$ cat src/rtl/hwce_types.sv
`default_nettype none
// ============================================================================
// Module      : hwce_types
// Description : Shared state encoding for the HWCE sum-of-products control,
//               datapath and register-file blocks.
// Revision    : 1.0 - initial release
// ============================================================================
package hwce_types;

    localparam int unsigned c_state_w = 4;

    typedef enum logic [c_state_w-1:0] {
        ST_IDLE  = 4'b0000,
        ST_CLEAR = 4'b0001,
        ST_RUN   = 4'b0011,
        ST_DRAIN = 4'b0010,
        ST_DONE  = 4'b0110
    } hwce_state_e;

endpackage
`default_nettype wire

$ cat src/rtl/hwce_ctrl_counter.sv
`default_nettype none
// ============================================================================
// Module      : hwce_ctrl_counter
// Description : Job counter with synchronous clear, increment and a compare of
//               the post-increment value against a terminal count.
// Revision    : 1.0 - initial release
// ============================================================================
module hwce_ctrl_counter
    import hwce_types::*;
#(
    parameter int unsigned WIDTH = 16
) (
    input  logic             clk,
    input  logic             rst,
    input  logic             i_clr,
    input  logic             i_inc,
    input  logic [WIDTH-1:0] i_term,
    output logic [WIDTH-1:0] o_cnt,
    output logic             o_term_nxt
);

    logic [WIDTH-1:0] r_cnt;
    logic [WIDTH-1:0] w_cnt_nxt;

    assign w_cnt_nxt = r_cnt + WIDTH'(i_inc);

    always_ff @(posedge clk or posedge rst) begin
        if (rst) begin
            r_cnt <= '0;
        end else if (i_clr) begin
            r_cnt <= '0;
        end else if (i_inc) begin
            r_cnt <= w_cnt_nxt;
        end
    end

    // Includes this cycle's increment so the FSM can leave on the same edge.
    assign o_term_nxt = (w_cnt_nxt == i_term);
    assign o_cnt      = r_cnt;

endmodule
`default_nettype wire

$ cat src/rtl/hwce_sop_ctrl.sv
`default_nettype none
// ============================================================================
// Module      : hwce_sop_ctrl
// Description : Job controller for the HWCE sum-of-products pipeline: launches,
//               streams, drains and checks one job of nb_pixels results.
// Revision    : 1.0 - initial release
// ============================================================================
module hwce_sop_ctrl
    import hwce_types::*;
#(
    parameter int unsigned PIPE_STAGES_SOP = 12,
    parameter int unsigned CNT_WIDTH       = 16
) (
    input  logic                 clk,
    input  logic                 rst,
    input  logic                 start,
    input  logic [CNT_WIDTH-1:0] nb_pixels,
    input  logic                 x_valid,
    output logic                 x_ready,
    input  logic                 y_ready,
    output logic                 sop_enable,
    output logic                 sop_clear,
    output logic                 sop_valid_x,
    input  logic                 sop_valid_y,
    output logic [3:0]           fsm_state,
    output logic                 busy,
    output logic                 done,
    output logic                 err
);

    localparam int unsigned            c_drain_w   = $clog2(PIPE_STAGES_SOP + 3);
    localparam logic [c_drain_w-1:0]   c_drain_lim = c_drain_w'(PIPE_STAGES_SOP + 2);

    hwce_state_e            r_state;
    hwce_state_e            w_state_nxt;
    logic [CNT_WIDTH-1:0]   r_nb_pixels;
    logic                   r_err;
    logic                   r_zero_done;

    logic                   w_idle;
    logic                   w_run;
    logic                   w_drain;
    logic                   w_accept;
    logic                   w_start_acc;
    logic                   w_out_inc;
    logic                   w_drain_inc;
    logic [CNT_WIDTH-1:0]   w_in_cnt;
    logic [CNT_WIDTH-1:0]   w_out_cnt;
    logic [c_drain_w-1:0]   w_drain_cnt;
    logic                   w_in_term;
    logic                   w_out_term;
    logic                   w_drain_term;
    logic                   w_drain_tmo;
    logic [CNT_WIDTH:0]     w_in_tot;
    logic [CNT_WIDTH:0]     w_out_tot;
    logic                   w_err_set;
    logic                   w_unused;

    assign w_idle      = (r_state == ST_IDLE);
    assign w_run       = (r_state == ST_RUN);
    assign w_drain     = (r_state == ST_DRAIN);
    assign w_start_acc = w_idle & start;

    assign x_ready     = w_run & y_ready;
    assign w_accept    = x_valid & x_ready;
    assign sop_valid_x = w_accept;
    assign sop_enable  = w_run | w_drain;
    assign sop_clear   = (r_state == ST_CLEAR);

    assign w_out_inc   = sop_valid_y & y_ready & (w_run | w_drain);
    assign w_drain_inc = w_drain & y_ready;

    hwce_ctrl_counter #(.WIDTH(CNT_WIDTH)) u_in_cnt (
        .clk        (clk),
        .rst        (rst),
        .i_clr      (sop_clear),
        .i_inc      (w_accept),
        .i_term     (r_nb_pixels),
        .o_cnt      (w_in_cnt),
        .o_term_nxt (w_in_term)
    );

    hwce_ctrl_counter #(.WIDTH(CNT_WIDTH)) u_out_cnt (
        .clk        (clk),
        .rst        (rst),
        .i_clr      (sop_clear),
        .i_inc      (w_out_inc),
        .i_term     (r_nb_pixels),
        .o_cnt      (w_out_cnt),
        .o_term_nxt (w_out_term)
    );

    hwce_ctrl_counter #(.WIDTH(c_drain_w)) u_drain_cnt (
        .clk        (clk),
        .rst        (rst),
        .i_clr      (sop_clear),
        .i_inc      (w_drain_inc),
        .i_term     (c_drain_lim),
        .o_cnt      (w_drain_cnt),
        .o_term_nxt (w_drain_term)
    );

    // The drain count only matters through its terminal compare.
    assign w_unused    = ^w_drain_cnt;

    assign w_drain_tmo = w_drain_inc & w_drain_term & ~w_out_term;

    // One extra bit so a result arriving beyond the inputs cannot wrap.
    assign w_in_tot  = {1'b0, w_in_cnt}  + {{CNT_WIDTH{1'b0}}, w_accept};
    assign w_out_tot = {1'b0, w_out_cnt} + {{CNT_WIDTH{1'b0}}, w_out_inc};

    assign w_err_set = (sop_valid_y & ~(w_run | w_drain))
                     | (w_out_tot > w_in_tot)
                     | w_drain_tmo;

    always_comb begin
        w_state_nxt = r_state;
        case (r_state)
            ST_IDLE: begin
                if (start && (nb_pixels != '0)) begin
                    w_state_nxt = ST_CLEAR;
                end
            end
            ST_CLEAR: w_state_nxt = ST_RUN;
            ST_RUN: begin
                if (w_accept && w_in_term) begin
                    w_state_nxt = ST_DRAIN;
                end
            end
            ST_DRAIN: begin
                if (w_out_term || w_drain_tmo) begin
                    w_state_nxt = ST_DONE;
                end
            end
            ST_DONE:  w_state_nxt = ST_IDLE;
            default:  w_state_nxt = ST_IDLE;
        endcase
    end

    always_ff @(posedge clk or posedge rst) begin
        if (rst) begin
            r_state     <= ST_IDLE;
            r_nb_pixels <= '0;
            r_err       <= 1'b0;
            r_zero_done <= 1'b0;
        end else begin
            r_state     <= w_state_nxt;
            r_zero_done <= w_start_acc & (nb_pixels == '0);
            if (w_start_acc) begin
                r_nb_pixels <= nb_pixels;
            end
            // A new fault in the launching cycle still wins over the clear.
            r_err       <= w_err_set | (r_err & ~w_start_acc);
        end
    end

    assign fsm_state = r_state;
    assign busy      = ~w_idle;
    assign done      = (r_state == ST_DONE) | r_zero_done;
    assign err       = r_err;

endmodule
`default_nettype wire

$ cat config.mk
export PLATFORM = sky130hd
export DESIGN_NAME = hwce_sop_ctrl
export DESIGN_NICKNAME = d
export VERILOG_FILES = /design/src/rtl/hwce_types.sv /design/src/rtl/hwce_ctrl_counter.sv /design/src/rtl/hwce_sop_ctrl.sv
export SDC_FILE = /design/constraint.sdc
export NUM_CORES = 1
export LEC_CHECK = 0
export BUFFER_PORTS_ARGS = -buffer_cell sky130_fd_sc_hd__buf_4
export CAP_MARGIN = 30
export CORE_MARGIN = 1.5
export CORE_UTILIZATION = 43
export DETAILED_ROUTE_END_ITERATION = 7
export PLACE_DENSITY_LB_ADDON = 0.2
export SLEW_MARGIN = 10
export SYNTH_ARGS = -nofsm -noshare
export SYNTH_HDL_FRONTEND = slang
export SYNTH_SLANG_ARGS = --single-unit
export TNS_END_PERCENT = 10
$ cat constraint.sdc
create_clock -name clk -period 3.94 [get_ports clk]
set_input_delay 0.591 -clock clk [delete_from_list [all_inputs] [get_ports clk]]
set_output_delay 0.591 -clock clk [all_outputs]
set_load 0.005 [all_outputs]
==> results.py, run 1 <==
metrics = {
    "timing": {
        "fmax_mhz": 270,
        "period_needed_ps": 3700,
        "skew_ps": 10.3,
        "slew_headroom_pct": 41.9,
        "timing.final.ws_setup_ps": 240,
        "finalSetupTns_ps": 0,
        "slew_violations": 0,
        "worst_hold_slack_ps": 256,
        "rsz0062_at_grt": "false",
        "hold_violations": 0,
        "tightest_slew_ps": 868,
        "setup_viol_count_final": 0,
        "post-route-period-util_pct": 93.9,
    },
    "worst_setup_path": {
        "critPathRequiredTime_ps": 4150,
        "critical_path.max_fanout": 8,
        "path_class": "reg -> reg",
        "r2r_start": "fsm_state[1]$_DFFE_PP0P_",
        "critPathArrivalTime_ps": 3910,
        "critPathCaptureType": "flop",
        "crit_end": "err$_DFF_PP0_",
        "startpoint_type": "flop",
        "r2r_cells": 15,
        "critPathLaunch": "fsm_state[1]$_DFFE_PP0P_",
        "r2r_end": "err$_DFF_PP0_",
        "r2r_slack_ps": 240,
    },
    "logic_synthesis": {
        "synth_area_um2": 4740,
        "synth_edf_count": 0,
        "synth_cell_types": 81,
        "avgSynthCellArea_um2": 8.26,
        "synth-seq-cells": 57,
        "ys_warn_count": 0,
        "synth-main-ff-cell": "dfrtp_1",
        "synth-seq-area-share_pct": 30.1,
        "synth_fp_nets": 619,
        "synthArstFlopShare_pct": 100,
        "syn_inst": 574,
    },
    "global_route": {
        "antenna_found_initial": 0,
        "grt_pass1_vias": 4222,
        "overflow": 0,
        "grt_max_degree": 39,
        "grt_usage_pct": 26.1,
        "grt_pass1_wl_mm": 22.9,
    },
    "cts": {
        "clk_path_buf_depth": 2,
        "clkSlewWorstSetupHoldPaths_ps": 70,
        "clock-root-buffer": "clkbuf_8",
        "cts_hold_buf": 0,
        "cts_resized": 0,
        "numCtsBuffers": 9,
        "insertion_delay_ps": 360,
        "cts_tree": "built",
        "post-cts-setup-buffers": 0,
        "cts-htree-levels": 3,
        "tritoncts_num_sinks": 57,
    },
    "finish": {
        "n_fill_cell": 1061,
        "stdcell_count": 742,
        "drive_gt1_share_pct": 15.8,
        "nNetsFinal": 642,
        "seqCellArea_um2": 1430,
        "mostFrequentLayoutCells": "nand2_1, dfrtp_1, buf_4, o21ai_0, nor2_1",
        "mostFrequentLayoutCell": "nand2_1",
        "n_antenna_cell": 0,
        "multi_input_area_um2": 3030,
        "areaGrowthSynthToFinish_pct": 12.2,
    },
    "drt": {
        "drt_iter0_drc": 443,
        "drt.antenna.violating_nets": 0,
        "detail_route.wl_per_cell_um": 19.6,
        "drc": 0,
        "drt-pass1-iter-count": 5,
        "vias_per_cell": 6.05,
        "vias": 4487,
        "drt-total-wl_mm": 14.5,
    },
    "floorplanning": {
        "start_util_pct": 43.9,
        "ios": 33,
        "dieArea_um2": 11700,
        "die_w_um": 108,
        "die_h_um": 108,
        "fp-row-count": 38,
        "core_area_um2": 10800,
    },
    "place": {
        "post-place-ws_ps": 122,
        "dp_cells": 725,
        "gp_congestion": 0.955,
        "port_buffers": 31,
        "dp_hpwl_mm": 11.0,
    },
    "job": {
        "drv_cap": 0,
    },
    "power_and_ir_drop": {
        "peakVddDrop_uv": 229,
        "p_total_mw": 1.79,
        "p_per_area_nw_per_um2": 337,
        "power_leakage_nw": 2.31,
    },
    "hold_path": {
        "min_path_type": "in -> async",
    },
    "run_status": {
        "status": "complete, no violations",
    },
}
[metal layers]
metal | share of wire (%) | routed length (µm) | track usage (%) | up-vias
li1 | - | - | - | 2120
met1 | 43 | 6250 | 35.3 | 2126
met2 | 46 | 6670 | 40.6 | 199
met3 | 7.1 | 1030 | 4.58 | 42
met4 | 3.8 | 556 | 11.9 | 0
met5 | 0 | 0 | 0 | -
[final cells by class]
class                   count  area share (%)
multi-input cells         453            57.0
flip-flops and latches     57            26.8
repair buffers             55            8.00
well taps                 140            3.29
clock buffers              12            2.92
inverters                  21            1.48
clock inverters             4           0.518
[power breakdown]
group          internal [mW]  switching (mW)  total (mW)
sequential             0.643           0.115       0.758
combinational          0.225           0.281       0.506
clock                  0.261           0.265       0.526
total                   1.13           0.661        1.79
[metrics by stage]
step                      area, µm²  util [%]
after floorplan                4750         -
after detailed placement       5090      47.2
final                          5320      49.3
after global placement         5090      47.2
after global routing           5320      49.3
after CTS                      5270      48.9
[worst min-delay path by stage]
stage	endpoint	slack (ps)	depth (start not counted)
3_5_place_dp	u_in_cnt.o_cnt[0]$_DFFE_PP0P_	520	2
6_report	r_nb_pixels[12]$_DFFE_PP0P_	260	3
4_1_cts	r_nb_pixels[12]$_DFFE_PP0P_	430	3
5_1_grt	r_nb_pixels[12]$_DFFE_PP0P_	270	3
2_1_floorplan	u_in_cnt.o_cnt[0]$_DFFE_PP0P_	470	2
3_3_place_gp	u_in_cnt.o_cnt[0]$_DFFE_PP0P_	500	2
[kinds of logic (layout without fill, tap and decap cells)]
| group | Yosys count | after routing | share of synthesized area (%) |
|---|---|---|---|
| compound gates | 135 | 135 | 18.5 |
| xor+xnor | 55 | 55 | 11.6 |
| fa+ha+maj | 23 | 23 | 6.07 |
| buf+inv | 64 | 92 | 6.65 |
| flops | 57 | 57 | 30.1 |
| mux | 2 | 2 | 0.449 |
| other cells | 1 | 1 | 0.0791 |
| simple gates | 237 | 237 | 26.5 |
[cell usage after synthesis (all sizes together), types with 3 or more instances]
| cell | n | area, µm² |
|---|---|---|
| nand2 | 87 | 327 |
| dfrtp | 57 | 1430 |
| o21ai | 55 | 275 |
| nor2 | 37 | 139 |
| xnor2 | 30 | 263 |
| nand3 | 29 | 155 |
| clkbuf | 25 | 105 |
| ha | 23 | 288 |
| inv | 21 | 78.8 |
| xor2 | 20 | 175 |
| a21oi | 19 | 95.1 |
| nand4 | 19 | 146 |
| buf | 18 | 131 |
| nor4 | 15 | 121 |
| and4 | 11 | 97.6 |
| o31ai | 10 | 75.1 |
| nor3 | 7 | 40.0 |
| a31oi | 5 | 31.3 |
| and2 | 5 | 31.3 |
| nor2b | 5 | 31.3 |
| xnor3 | 5 | 114 |
| nand2b | 4 | 27.5 |
| o2111ai | 4 | 41.3 |
| o211ai | 4 | 30.0 |
| or4 | 4 | 30.0 |
| a211oi | 3 | 22.5 |
| and3 | 3 | 20.0 |
| o21bai | 3 | 22.5 |
| o221ai | 3 | 26.3 |
| o311a | 3 | 30.0 |
[sequential cells by signal (all words and copies together) (netlist names)]
signal	cells
u_in_cnt.o_cnt	16
u_out_cnt.o_cnt	16
u_drain_cnt.o_cnt	4
r_zero_done	1
err	1
r_nb_pixels	16
fsm_state	3
[critical path: stages, from the launching register on]
cell and delay (ps):
dfrtp_1 490, and4b_2 310, nand2_1 90, inv_2 60, ha_1 190, ha_1 240
and4_2 330, nand2_1 120, xor2_1 170, ha_1 310, and4_1 200, nand3_1 120
a21oi_1 60, or4_1 550, a211oi_1 240, a31oi_1 70
Power figures use the tool's default switching activity.
==> run 2, diff against run 1 <==
--- a/config.mk
+++ b/config.mk
@@ -10,6 +10,7 @@
 export CORE_MARGIN = 1.5
 export CORE_UTILIZATION = 43
 export DETAILED_ROUTE_END_ITERATION = 7
+export MAX_ROUTING_LAYER = met4
 export PLACE_DENSITY_LB_ADDON = 0.2
 export SLEW_MARGIN = 10
 export SYNTH_ARGS = -nofsm -noshare
==> run 2 against run 1 <==
- sequential power is essentially flat
- critical endpoint unchanged
- count of clock-buffer cells in the layout is 2 lower
- hold slack better by 27 ps
- first-iteration DRC count shrank 30%
- cell count unchanged
- highest routed layer unchanged
==> results.py, run 2 (synthesis gave the netlist of run 1 again) <==
metrics = {
    "place": {
        "post-place-ws_ps": 116,
        "dp_cells": 726,
        "dp_hpwl_mm": 11.0,
        "gp_congestion": 0.950,
        "port_buffers": 31,
    },
    "worst_setup_path": {
        "worstPathCellList": "and4b_2 > nand2_1 > inv_2 > ha_1 > ha_2 > and4_2 > nand3_1 > xnor2_1 > ha_1 > and4_1 > nand3_1 > a21oi_1 > or4_1 > a211oi_1 > a31oi_1",
        "critPathCaptureType": "flop",
        "path_class": "reg -> reg",
        "critPathLaunch": "fsm_state[2]$_DFFE_PP0P_",
        "r2r_cells": 15,
        "critPathRequiredTime_ps": 4150,
        "critPathArrivalTime_ps": 3910,
        "r2r_start": "fsm_state[2]$_DFFE_PP0P_",
        "cp_slowest_stage_delay_ps": 550,
        "r2r_slack_ps": 240,
        "cp_slowest_cell": "or4_1",
        "startpoint_type": "flop",
        "r2r_end": "err$_DFF_PP0_",
        "critical_path.max_fanout": 7,
    },
    "timing": {
        "timing.final.ws_setup_ps": 235,
        "slew_violations": 0,
        "period_needed_ps": 3700,
        "hold_violations": 0,
        "skew_ps": 6.49,
        "tightest_slew_ps": 853,
        "setup_viol_count_final": 0,
        "fmax_mhz": 270,
        "slew_headroom_pct": 42.9,
        "post-route-period-util_pct": 94.0,
    },
    "power_and_ir_drop": {
        "power_leakage_nw": 2.35,
        "peakVddDrop_uv": 291,
        "p_total_mw": 1.83,
        "p_per_area_nw_per_um2": 339,
    },
    "hold_path": {
        "min_path_type": "in -> async",
    },
    "floorplanning": {
        "dieArea_um2": 11700,
        "ios": 33,
        "fp-row-count": 38,
        "core_area_um2": 10800,
        "start_util_pct": 43.9,
        "die_w_um": 108,
        "die_h_um": 108,
    },
    "finish": {
        "mostFrequentLayoutCells": "nand2_1, dfrtp_1, buf_4, o21ai_0, nor2_1",
        "n_antenna_cell": 0,
        "areaGrowthSynthToFinish_pct": 13.9,
        "stdcell_count": 742,
        "drive_gt1_share_pct": 17.4,
        "nNetsFinal": 643,
        "final_core_util_pct": 50.0,
        "mostFrequentLayoutCell": "nand2_1",
    },
    "cts": {
        "insertion_delay_ps": 360,
        "numCtsBuffers": 9,
        "clkSlewWorstSetupHoldPaths_ps": 70,
        "clock-root-buffer": "clkbuf_8",
        "clk_path_buf_depth": 2,
        "cts_tree": "built",
        "cts-htree-levels": 3,
        "tritoncts_num_sinks": 57,
        "cts_hold_buf": 0,
    },
    "drt": {
        "drt.antenna.violating_nets": 0,
        "drt-total-wl_mm": 14.4,
        "detail_route.wl_per_cell_um": 19.4,
        "drt-pass1-iter-count": 5,
        "vias_per_cell": 5.97,
        "vias": 4428,
        "drt_iter0_drc": 311,
        "drc": 0,
    },
    "run_status": {
        "status": "complete, no violations",
    },
    "job": {
        "drv_cap": 0,
    },
    "global_route": {
        "antenna_found_initial": 0,
        "grt_pass1_vias": 4249,
        "grt_max_degree": 42,
        "overflow": 0,
        "grt_pass1_wl_mm": 23.2,
        "grt_usage_pct": 27.3,
    },
}
## run 2: cell count changes in the layout (fill, tap and decap cells not counted), sizes merged
cell,delta
buf,+1
bufinv,+1
clkbuf,-2
clkinv,+2
clkinvlp,-2
## run 2: how the worst max path moves through the flow
stage	endpoint	depth (start not counted)
4_1_cts	err$_DFF_PP0_	15
3_3_place_gp	err$_DFF_PP0_	16
5_1_grt	err$_DFF_PP0_	16
3_5_place_dp	err$_DFF_PP0_	16
6_report	err$_DFF_PP0_	15
2_1_floorplan	err$_DFF_PP0_	16
## run 2: through the flow
step	hold slack (ps)	setup TNS [ps]	cell area (µm²)
6_report	283	0	5400
2_1_floorplan	471	0	4750
4_1_cts	427	0	5290
3_3_place_gp	494	0	5100
3_5_place_dp	515	0	5100
5_1_grt	317	-9.93	5400
## run 2: power by group
group	total, mW	switching [mW]	internal, mW	leakage [nW]
Combinational	0.501	0.274	0.228	1.50
Clock	0.572	0.268	0.304	0.0981
Sequential	0.757	0.114	0.643	0.750
Total	1.83	0.655	1.18	2.35
## run 2: area by class of cell
| class | count | area (µm²) |
|---|---|---|
| fillers | 1001 | 5390 |
| multi-input cells | 453 | 3080 |
| flip-flops and latches | 57 | 1430 |
| repair buffers | 56 | 444 |
| well taps | 140 | 175 |
| clock buffers | 10 | 138 |
| inverters | 21 | 78.8 |
| clock inverters | 5 | 56.3 |
## run 2: layer usage
layer  wire length (µm)  track usage, %  part of all wire (%)
met5                  0               -                     0
met4                701            16.1                   4.9
met3                719            3.68                   5.0
met2               6510            40.6                    45
met1               6440            35.5                    45
## run 2: critical path, delay by kind of cell (launching register included)
family	cells	cell delay, ps
AO/OA/AOI/OAI	3	360
XOR/XNOR	1	170
adder cells (fa/ha/maj)	3	760
buffers and inverters	1	60
flip-flops	1	450
AND/OR/NAND/NOR	7	1740
## run 2: repair_timing
item / CTS / global route
setup endpoints to repair: 0 / 1
resized for setup: 0 / 17
setup buffers: 0 / 0
